--- config.mk ---
export PLATFORM = sky130hd
export DESIGN_NAME = sha256_round_core_stream_flat
export DESIGN_NICKNAME = d
export VERILOG_FILES = /design/src/rtl/sha256_pkg.sv /design/src/rtl/sha256_round_core_stream_if.sv /design/src/rtl/sha256_k_rom.sv /design/src/rtl/sha256_round_core_stream.sv /design/src/flat_wrapper.sv
export SDC_FILE = /design/constraint.sdc
export NUM_CORES = 2
export LEC_CHECK = 0
export BUFFER_PORTS_ARGS = -buffer_cell sky130_fd_sc_hd__buf_2
export CAP_MARGIN = 20
export CORE_MARGIN = 5
export CORE_UTILIZATION = 45
export CTS_CLUSTER_DIAMETER = 60
export DETAILED_ROUTE_END_ITERATION = 7
export GPL_TIMING_DRIVEN = 0
export MAX_ROUTING_LAYER = met4
export PLACE_DENSITY = 0.69
export SLEW_MARGIN = 15
export SYNTH_ARGS = -nofsm -noshare
export SYNTH_HDL_FRONTEND = slang
export SYNTH_SLANG_ARGS = --single-unit
--- constraint.sdc ---
create_clock -name CLK -period 7.74 [get_ports CLK]
set_input_delay 0.774 -clock CLK [delete_from_list [all_inputs] [get_ports CLK]]
set_output_delay 0.774 -clock CLK [all_outputs]
set_load 0.02 [all_outputs]
--- src/rtl/sha256_pkg.sv ---
// Shared definitions for the iterative SHA-256 round core.
// Holds the round count, the IV constants, the FSM state encoding and the compression
// helper functions. The round-constant table lives in sha256_k_rom.
// Optional feed-forward is selected elsewhere with `SHA256_FEEDFORWARD_EN.
package sha256_pkg;

   localparam int unsigned Rounds    = 64;
   localparam logic [5:0]  LastRound = 6'(Rounds - 1);

   // Standard initial hash value {H0..H7}, H0 in the top word
   localparam logic [255:0] Iv = {32'h6a09e667, 32'hbb67ae85, 32'h3c6ef372, 32'ha54ff53a,
                                  32'h510e527f, 32'h9b05688c, 32'h1f83d9ab, 32'h5be0cd19};

   typedef enum logic [1:0] {
      StIdle,
      StRound,
      StFinal
   } state_e;

   function automatic logic [31:0] rotr(input logic [31:0] x, input int unsigned n);
      return (x >> n) | (x << (32 - n));
   endfunction

   function automatic logic [31:0] big_sigma0(input logic [31:0] x);
      return rotr(x, 2) ^ rotr(x, 13) ^ rotr(x, 22);
   endfunction

   function automatic logic [31:0] big_sigma1(input logic [31:0] x);
      return rotr(x, 6) ^ rotr(x, 11) ^ rotr(x, 25);
   endfunction

   function automatic logic [31:0] ch(input logic [31:0] e, input logic [31:0] f,
                                      input logic [31:0] g);
      return (e & f) ^ (~e & g);
   endfunction

   function automatic logic [31:0] maj(input logic [31:0] a, input logic [31:0] b,
                                       input logic [31:0] c);
      return (a & b) ^ (a & c) ^ (b & c);
   endfunction

endpackage

--- src/rtl/sha256_round_core_stream_if.sv ---
// Handshake and data bundle between the W-schedule pipeline / control and the round core.
// master drives start, chaining input and the W stream; slave is the round core.
interface sha256_round_core_stream_if;

   logic         start;
   logic [255:0] h_in;
   logic         w_valid;
   logic [31:0]  w_in;
   logic         w_ready;
   logic [255:0] hash_out;
   logic         busy;
   logic         done;

   modport master (
      output start, h_in, w_valid, w_in,
      input  w_ready, hash_out, busy, done
   );

   modport slave (
      input  start, h_in, w_valid, w_in,
      output w_ready, hash_out, busy, done
   );

endinterface

--- src/rtl/sha256_k_rom.sv ---
// SHA-256 round-constant ROM: round index in, K[round] out, purely combinational.
module sha256_k_rom (
   input  logic [5:0]  round,
   output logic [31:0] k
);

   // Constant lookup table
   always_comb begin
      k = '0;
      case (round)
         6'd0:  k = 32'h428a2f98;  6'd1:  k = 32'h71374491;
         6'd2:  k = 32'hb5c0fbcf;  6'd3:  k = 32'he9b5dba5;
         6'd4:  k = 32'h3956c25b;  6'd5:  k = 32'h59f111f1;
         6'd6:  k = 32'h923f82a4;  6'd7:  k = 32'hab1c5ed5;
         6'd8:  k = 32'hd807aa98;  6'd9:  k = 32'h12835b01;
         6'd10: k = 32'h243185be;  6'd11: k = 32'h550c7dc3;
         6'd12: k = 32'h72be5d74;  6'd13: k = 32'h80deb1fe;
         6'd14: k = 32'h9bdc06a7;  6'd15: k = 32'hc19bf174;
         6'd16: k = 32'he49b69c1;  6'd17: k = 32'hefbe4786;
         6'd18: k = 32'h0fc19dc6;  6'd19: k = 32'h240ca1cc;
         6'd20: k = 32'h2de92c6f;  6'd21: k = 32'h4a7484aa;
         6'd22: k = 32'h5cb0a9dc;  6'd23: k = 32'h76f988da;
         6'd24: k = 32'h983e5152;  6'd25: k = 32'ha831c66d;
         6'd26: k = 32'hb00327c8;  6'd27: k = 32'hbf597fc7;
         6'd28: k = 32'hc6e00bf3;  6'd29: k = 32'hd5a79147;
         6'd30: k = 32'h06ca6351;  6'd31: k = 32'h14292967;
         6'd32: k = 32'h27b70a85;  6'd33: k = 32'h2e1b2138;
         6'd34: k = 32'h4d2c6dfc;  6'd35: k = 32'h53380d13;
         6'd36: k = 32'h650a7354;  6'd37: k = 32'h766a0abb;
         6'd38: k = 32'h81c2c92e;  6'd39: k = 32'h92722c85;
         6'd40: k = 32'ha2bfe8a1;  6'd41: k = 32'ha81a664b;
         6'd42: k = 32'hc24b8b70;  6'd43: k = 32'hc76c51a3;
         6'd44: k = 32'hd192e819;  6'd45: k = 32'hd6990624;
         6'd46: k = 32'hf40e3585;  6'd47: k = 32'h106aa070;
         6'd48: k = 32'h19a4c116;  6'd49: k = 32'h1e376c08;
         6'd50: k = 32'h2748774c;  6'd51: k = 32'h34b0bcb5;
         6'd52: k = 32'h391c0cb3;  6'd53: k = 32'h4ed8aa4a;
         6'd54: k = 32'h5b9cca4f;  6'd55: k = 32'h682e6ff3;
         6'd56: k = 32'h748f82ee;  6'd57: k = 32'h78a5636f;
         6'd58: k = 32'h84c87814;  6'd59: k = 32'h8cc70208;
         6'd60: k = 32'h90befffa;  6'd61: k = 32'ha4506ceb;
         6'd62: k = 32'hbef9a3f7;  6'd63: k = 32'hc67178f2;
         default: k = '0;
      endcase
   end

endmodule

--- src/rtl/sha256_round_core_stream.sv ---
// Iterative SHA-256 compression core fed by the W-schedule stream, one round per accepted
// beat. Define SHA256_FEEDFORWARD_EN to add the chaining input back into the result here;
// otherwise the raw working variables {a..h} are output and the feed-forward adder is shared
// outside this block.
module sha256_round_core_stream
   import sha256_pkg::*;
(
   input logic                       CLK,
   input logic                       RST,
   sha256_round_core_stream_if.slave bus
);

   state_e        state_q, state_d;
   logic [5:0]    round_q, round_d;
   logic [31:0]   a_q, b_q, c_q, d_q, e_q, f_q, g_q, h_q;
   logic [31:0]   a_d, b_d, c_d, d_d, e_d, f_d, g_d, h_d;
   logic [255:0]  hash_q, hash_d, result;
   logic          done_q, done_d;
   logic          w_ready;
   logic [31:0]   k, t1, t2;
`ifdef SHA256_FEEDFORWARD_EN
   logic [255:0]  hin_q, hin_d;
`endif

   sha256_k_rom u_k_rom (
      .round (round_q),
      .k     (k)
   );

   // One compression round from the current working variables and the offered word
   always_comb begin
      t1 = h_q + big_sigma1(e_q) + ch(e_q, f_q, g_q) + k + bus.w_in;
      t2 = big_sigma0(a_q) + maj(a_q, b_q, c_q);
   end

   // Block result: fed-forward chaining value or raw working variables
   always_comb begin
`ifdef SHA256_FEEDFORWARD_EN
      result = {hin_q[255:224] + a_q, hin_q[223:192] + b_q, hin_q[191:160] + c_q,
                hin_q[159:128] + d_q, hin_q[127:96]  + e_q, hin_q[95:64]   + f_q,
                hin_q[63:32]   + g_q, hin_q[31:0]    + h_q};
`else
      result = {a_q, b_q, c_q, d_q, e_q, f_q, g_q, h_q};
`endif
   end

   // FSM next-state, datapath next-state and handshake output
   always_comb begin
      state_d = state_q;
      round_d = round_q;
      {a_d, b_d, c_d, d_d, e_d, f_d, g_d, h_d} = {a_q, b_q, c_q, d_q, e_q, f_q, g_q, h_q};
      hash_d  = hash_q;
      done_d  = 1'b0;
      w_ready = 1'b0;
`ifdef SHA256_FEEDFORWARD_EN
      hin_d   = hin_q;
`endif
      case (state_q)
         StIdle: begin
            if (bus.start) begin
               state_d = StRound;
               round_d = '0;
               {a_d, b_d, c_d, d_d, e_d, f_d, g_d, h_d} = bus.h_in;
`ifdef SHA256_FEEDFORWARD_EN
               hin_d   = bus.h_in;
`endif
            end
         end
         StRound: begin
            w_ready = 1'b1;
            // Without a beat everything holds: stalls may last indefinitely
            if (bus.w_valid) begin
               {b_d, c_d, d_d} = {a_q, b_q, c_q};
               {f_d, g_d, h_d} = {e_q, f_q, g_q};
               e_d     = d_q + t1;
               a_d     = t1 + t2;
               round_d = round_q + 6'd1;
               if (round_q == LastRound) begin
                  state_d = StFinal;
               end
            end
         end
         StFinal: begin
            hash_d  = result;
            done_d  = 1'b1;
            state_d = StIdle;
         end
         default: state_d = StIdle;
      endcase
   end

   // State registers; reset discards any partial block
   always_ff @(posedge CLK or negedge RST) begin
      if (!RST) begin
         state_q <= StIdle;
         round_q <= '0;
         {a_q, b_q, c_q, d_q, e_q, f_q, g_q, h_q} <= '0;
         hash_q  <= '0;
         done_q  <= 1'b0;
`ifdef SHA256_FEEDFORWARD_EN
         hin_q   <= '0;
`endif
      end else begin
         state_q <= state_d;
         round_q <= round_d;
         {a_q, b_q, c_q, d_q, e_q, f_q, g_q, h_q} <= {a_d, b_d, c_d, d_d, e_d, f_d, g_d, h_d};
         hash_q  <= hash_d;
         done_q  <= done_d;
`ifdef SHA256_FEEDFORWARD_EN
         hin_q   <= hin_d;
`endif
      end
   end

   assign bus.w_ready  = w_ready;
   assign bus.busy     = (state_q != StIdle);
   assign bus.done     = done_q;
   assign bus.hash_out = hash_q;

endmodule

--- src/flat_wrapper.sv ---
// flat-port wrapper written by rule: the top's interface ports become plain ports
module sha256_round_core_stream_flat import sha256_pkg::*;
  (CLK, RST, bus_start, bus_h_in, bus_w_valid, bus_w_in, bus_w_ready, bus_hash_out, bus_busy, bus_done);
  sha256_round_core_stream_if bus_i ();
  input logic CLK;
  input logic RST;
  input wire logic [$bits(bus_i.start)-1:0] bus_start;
  input wire logic [$bits(bus_i.h_in)-1:0] bus_h_in;
  input wire logic [$bits(bus_i.w_valid)-1:0] bus_w_valid;
  input wire logic [$bits(bus_i.w_in)-1:0] bus_w_in;
  output wire logic [$bits(bus_i.w_ready)-1:0] bus_w_ready;
  output wire logic [$bits(bus_i.hash_out)-1:0] bus_hash_out;
  output wire logic [$bits(bus_i.busy)-1:0] bus_busy;
  output wire logic [$bits(bus_i.done)-1:0] bus_done;
  assign bus_i.start = bus_start;
  assign bus_i.h_in = bus_h_in;
  assign bus_i.w_valid = bus_w_valid;
  assign bus_i.w_in = bus_w_in;
  assign bus_w_ready = bus_i.w_ready;
  assign bus_hash_out = bus_i.hash_out;
  assign bus_busy = bus_i.busy;
  assign bus_done = bus_i.done;
  sha256_round_core_stream u_core (.CLK(CLK), .RST(RST), .bus(bus_i));
endmodule
# ---- Yosys cells after proc, flatten, opt, wreduce, memory -nomap -nowiden
# Memory sizes are Yosys's and may differ from the RTL's.
# Cells that the tools add are included.
dict set report classes {
  n_addsub 8
  mul 0
  div_mod_pow 0
  magnitude_cmp 0
  n_eq_ne 6
  shift 0
  mux 33
  bitwise 19
  reduce_logical 5
}
# operator n
set op_table {}
lappend op_table {{two-way mux 32 bit} 16}
lappend op_table {{case mux 32 bit (2 select lines)} 8}
lappend op_table {{adder 32 bit} 7}
lappend op_table {{XOR 32 bit} 7}
lappend op_table {{bitwise AND 32 bit} 5}
lappend op_table {{NOT 32 bit} 1}
lappend op_table {{OR 10 x 32 -> 32 bit} 1}
lappend op_table {{OR 19 x 32 -> 32 bit} 1}
lappend op_table {{OR 21 x 32 -> 32 bit} 1}
lappend op_table {{OR 26 x 32 -> 32 bit} 1}
lappend op_table {{OR 30 x 32 -> 32 bit} 1}
lappend op_table {{OR 7 x 32 -> 32 bit} 1}
lappend op_table {{two-way mux 6 bit} 2}
lappend op_table {{case mux 6 bit (2 select lines)} 1}
lappend op_table {{adder 6 x 1 -> 6 bit, second input constant} 1}
lappend op_table {{equality test 6 bit, second input constant} 1}
lappend op_table {{two-way mux 2 bit} 3}
lappend op_table {{AND reduction 3 bit} 2}
lappend op_table {{inequality test 2 bit, second input constant} 2}
lappend op_table {{case mux 2 bit (2 select lines)} 1}
lappend op_table {{nonzero test 2 bit} 2}
lappend op_table {{equality test 2 x 1 -> 1 bit, second input constant} 1}
lappend op_table {{equality test 2 bit, second input constant} 1}
lappend op_table {{zero test 2 bit} 1}
lappend op_table {{2 further kinds} 3}
dict set report word_totals {
  ff_bits 521
  latchBits 0
  mem_bits_rw 0
  rom_bits 2048
  inputBits 292
  memories 1
}
# memory words word_bits rd rd_clocked_by_memory_dff wr line
set memory_table {}
lappend memory_table {{(no name shown)} 64 32 1 0 0 sha256_k_rom.sv:10} ;# case (round)

# ---- Depth between registers and ports, before layout
dict set report logic_depth {
  depth_word 10
  ltp_mapped 40
  depth_no_buf 38
}

# ---- Hierarchy
# Synthesis repeated with hierarchy kept, for this count alone.
dict set report hier_totals {
  cells_unflattened 4307
  area_unflattened_um2 34593.2
}
# module instances cells_per_inst area_per_inst_um2 seq_area_each_um2
set by_module_without_submodules {}
lappend by_module_without_submodules {sha256_round_core_stream 1 3758 31253.7 13037.5}
lappend by_module_without_submodules {sha256_k_rom 1 549 3339.5 0.0}

# ---- Worst setup path after synthesis
# No wires, ideal clock.
dict set report synth_timing {
  kind {flip-flop to flip-flop}
  start {register u_core.round_q[1]}
  end {register u_core.a_q[29]}
  arrival_ps 7896
  t_required_ps 7658
  slack_ps -238
  stages_incl_launch_ff 40
  n_path_buf 2
  period_less_slack_ps 7978
  path_cell_list {dfrtp_1 -> inv_1 -> clkbuf_1 -> ha_1 -> clkbuf_1 -> nor2_1 -> or3_1 -> a21oi_1 -> a31oi_1 -> nor2_1 -> a21oi_1 -> fa_1 -> inv_1 -> fa_1 -> fa_1 -> inv_1 -> ha_1 -> a21o_1 -> (+4 left out) -> a21o_1 -> a21oi_1 -> xnor2_1 -> inv_1 -> fa_1 -> inv_1 -> ha_1 -> o21a_1 -> a21oi_1 -> o211ai_1 -> a31oi_1 -> o31ai_1 -> a31o_1 -> a31o_1 -> a21oi_1 -> xnor2_1 -> nand2_1 -> a31oi_1}
}
dict set report synth_between {
  elab_chain_len 6
}
# element line
set synth_rtl {}
lappend synth_rtl {{start: declaration} sha256_round_core_stream.sv:14} ;# logic [5:0] round_q, round_d;
lappend synth_rtl {{start signal: assignment} sha256_round_core_stream.sv:105} ;# round_q <= round_d;
lappend synth_rtl {{memory (64 x 32 bit)} --}
lappend synth_rtl {{adder 32 bit (2 in a row)} sha256_round_core_stream.sv:32} ;# t1 = h_q + big_sigma1(e_q) + ch(e_q, f_q, g_q) + k + bus.w_in;
lappend synth_rtl {{adder 32 bit} sha256_round_core_stream.sv:76} ;# a_d = t1 + t2;
lappend synth_rtl {{two-way mux 32 bit} sha256_round_core_stream.sv:72} ;# if (bus.w_valid) begin
lappend synth_rtl {{case mux 32 bit (2 select lines)} sha256_round_core_stream.sv:58} ;# case (state_q)
lappend synth_rtl {{end signal: assignment} sha256_round_core_stream.sv:106} ;# {a_q, b_q, c_q, d_q, e_q, f_q, g_q, h_q} <= {a_d, b_d, c_d, d_d, e_d, f_d, g_d, h_d};
lappend synth_rtl {{end: declaration} sha256_round_core_stream.sv:15} ;# logic [31:0] a_q, b_q, c_q, d_q, e_q, f_q, g_q, h_q;
# No other way between the ends. The select of a mux whose other input is x is not followed.
# A chain may end at the register's enable or synchronous reset.

# ---- Final worst setup path
dict set report layout_timing {
  start {register u_core.round_q[3]}
  end {register u_core.a_q[29]}
}
# The elaborated chain is that of the path after synthesis.

==> flow_metrics.py <==
metrics = {
    "die": {
        "num_io_pins": 551,
        "chipHeight_um": 283,
        "core-area_sq_um": 74100,
        "start_util": 0.451,
        "die_w_um": 283,
        "die-area_sq_um": 79800,
        "rows": 100,
    },
    "sta": {
        "fmax_mhz": 122,
        "max_slew_margin": 0.166,
        "finalCritPeriodShare": 1.06,
        "skew_ns": 0.0431,
        "fin_crit_ns": 8.21,
        "worst_pin_slew_ns": 1.25,
        "worst_slack_ns": -0.466,
        "drv_slew": 0,
        "rsz0062_at_grt": "yes",
        "hold_viol": 0,
        "setup_viol": 19,
    },
    "routing": {
        "ant_nets": 0,
        "drt_iter0_markers": 3898,
        "wl_mm": 164,
        "routedWlPerCell_um": 28.0,
        "vias_per_cell": 5.95,
        "vias": 35000,
        "first_pass_iters": 7,
        "drc_errors": 0,
    },
    "run": {
        "drv_cap": 0,
    },
    "global_routing": {
        "grt_start_max_net_pins": 102,
        "grt_usage": 0.410,
        "antenna_found_initial": 15,
        "overflow": 0,
        "grt_pass1_wl_mm": 232,
        "grt_pass1_vias": 34200,
    },
    "setup_path": {
        "ff2ff_setup_slack_ns": -0.47,
        "cp_slowest_cell": "fa_1",
        "path_common_cell": "fa_1",
        "required_ns": 8.31,
        "start_kind": "register",
        "critPathKind": "reg -> reg",
        "worstPathArrival_ns": 8.77,
        "worstSetupEndpointType": "register",
        "crit_fanout": 12,
        "slowest_delay_ns": 0.56,
    },
    "synth": {
        "ys_seq_area_frac": 0.390,
        "synth_edf_count": 0,
        "async_flop_share": 1.00,
        "synth_common_cells": "1,291 x nand2_1, 521 x dfrtp_1, 329 x nor2_1, 272 x clkbuf_1, 233 x a31oi_1",
        "yosysUniqueCellTypes": 74,
        "syn_area_per_cell_sq_um": 8.10,
        "yosysTopAreaCellShare": 0.390,
        "yosys-top-cells-area": "dfrtp_1 39%, nand2_1 14%, fa_1 7.5%",
        "mappedNetlistArea_sq_um": 33400,
        "synth_largest_area_cell": "dfrtp_1",
        "synth.most_common_cell": "nand2_1",
        "synthCells": 4125,
        "synth_ff_type": "dfrtp_1",
        "syn_nets": 4653,
        "ys_ff_latch": 521,
        "yosys_warnings": 0,
    },
    "status": {
        "failed_checks": "setup timing",
        "status": "complete, but fails checks",
    },
    "final_layout": {
        "fill_cells": 6746,
        "area_growth_pct": 27.5,
        "nets": 5367,
        "final_layout_size_suffix_gt1_frac": 0.231,
        "largest_reg_flops": 256,
    },
    "hold_path": {
        "hold_class": "in -> async",
    },
    "clock_network": {
        "cts-root-buf": "clkbuf_16",
        "ctsLongestPathBuffers": 3,
        "cts_buffers": 60,
        "clk_pin_slew_ns": 0.06,
        "htree_levels": 2,
        "cts_tree": "built",
        "cts_hold_buf": 0,
        "clkLatencyLatePin_ns": 0.67,
        "cts.sinks": 521,
    },
    "placement": {
        "gp_congestion": 1.07,
        "dp_slack_ns": -3.04,
        "io_buffers": 550,
        "place_hpwl_mm": 127,
    },
}
==> area by class of cell <==
type / instances / area (sq um) / area share
Antenna cell: 14 / 35.0 / 0.000822
Buffer: 296 / 1440 / 0.0337
Clock buffer: 83 / 1710 / 0.0401
Clock inverter: 29 / 282 / 0.00660
Inverter: 187 / 708 / 0.0166
Multi-Input combinational cell: 3114 / 20400 / 0.480
Sequential cell: 521 / 13000 / 0.306
Tap cell: 969 / 1210 / 0.0284
Timing Repair Buffer: 659 / 3770 / 0.0884
==> critical path: cells and delay by family (launching register included) <==
family          cells  cell delay [ns]
xor+xnor            2             0.40
fa+ha+maj           7             2.73
flops               1             0.54
compound gates     13             2.74
buf+inv             5             1.03
simple gates        5             0.62
==> routing by layer <==
metal  global-route usage  up-vias  wire, um
met1                0.483    17000     59100
met4                0.256        0     14100
met5                    -        -         0
met3               0.0875      688     16500
met2                0.644     2195     74800
li1                     -    15100         -
==> cell families (layout without fill, tap and decap cells) <==
kind of cell / Yosys count / after routing / synth area share
and+or+nand+nor: 1779 / 1779 / 0.209
AOI/OAI and AO/OA: 822 / 822 / 0.151
DFF: 521 / 521 / 0.390
buffers and inverters: 490 / 1254 / 0.0552
adders and majority gates: 258 / 258 / 0.123
xor gates and xnor gates: 215 / 215 / 0.0572
muxes: 40 / 40 / 0.0138
other: 0 / 14 / 0
==> placed cells by master (no fill, tap or decap), types with 12 or more instances in the layout <==
master	instances
a211oi_1	13
a21o_1	56
a21oi_1	152
a21oi_2	40
a21oi_4	12
a31oi_1	221
and3_1	13
buf_2	562
buf_4	92
buf_6	14
clkbuf_1	243
clkbuf_16	68
clkbuf_2	15
clkbuf_8	13
clkinv_2	12
dfrtp_1	518
diode_2	14
fa_1	119
ha_1	68
ha_2	13
ha_4	30
inv_1	174
maj3_1	22
mux2_2	20
mux2i_1	17
nand2_1	1268
nand2_2	14
nand2b_1	19
nand3_1	43
nor2_1	313
nor3_1	24
o211ai_1	21
o21a_1	15
o21ai_0	116
o21ai_1	43
o21ai_2	18
xnor2_1	124
xnor2_2	15
xor2_1	59
==> through the flow <==
step	area, sq um	hold slack (ns)	std cells	util	TNS (ns)
CTS	41800	0.0631	5829	0.564	-2.02
detailed placement	37600	0.456	5650	0.507	-104.89
global placement	37400	0.454	5644	0.505	-2766.67
global route	42600	0.0900	5871	0.576	-7.70
finish	42600	0.0530	5872	0.576	-4.88
floorplan	33400	0.463	4125	-	0
==> what timing repair did <==
action	4_1_cts	5_1_grt
endpoints found under the hold margin	0	0
gates resized for setup	375	132
gates cloned	1	0
pin swaps	78	100
setup endpoints to repair	56	33
buffers inserted	72	30
==> path summary, 6_finish.rpt <==
check,start,to,cells past startpoint
worst min register to register,u_core.bus.hash_out[42],u_core.bus.hash_out[42],2
max in group asynchronous,RST,u_core.bus.hash_out[232],4
worst min-delay path,RST,u_core.bus.hash_out[55],1
min in group CLK,bus_start,u_core.round_q[5],2
worst max-delay path,u_core.round_q[3],u_core.a_q[29],32
worst max register to register,u_core.round_q[3],u_core.a_q[29],32
Power is left out: the tool's default activity adds up to more than one toggle a clock period on the data nets, which glitch-free logic cannot reach.
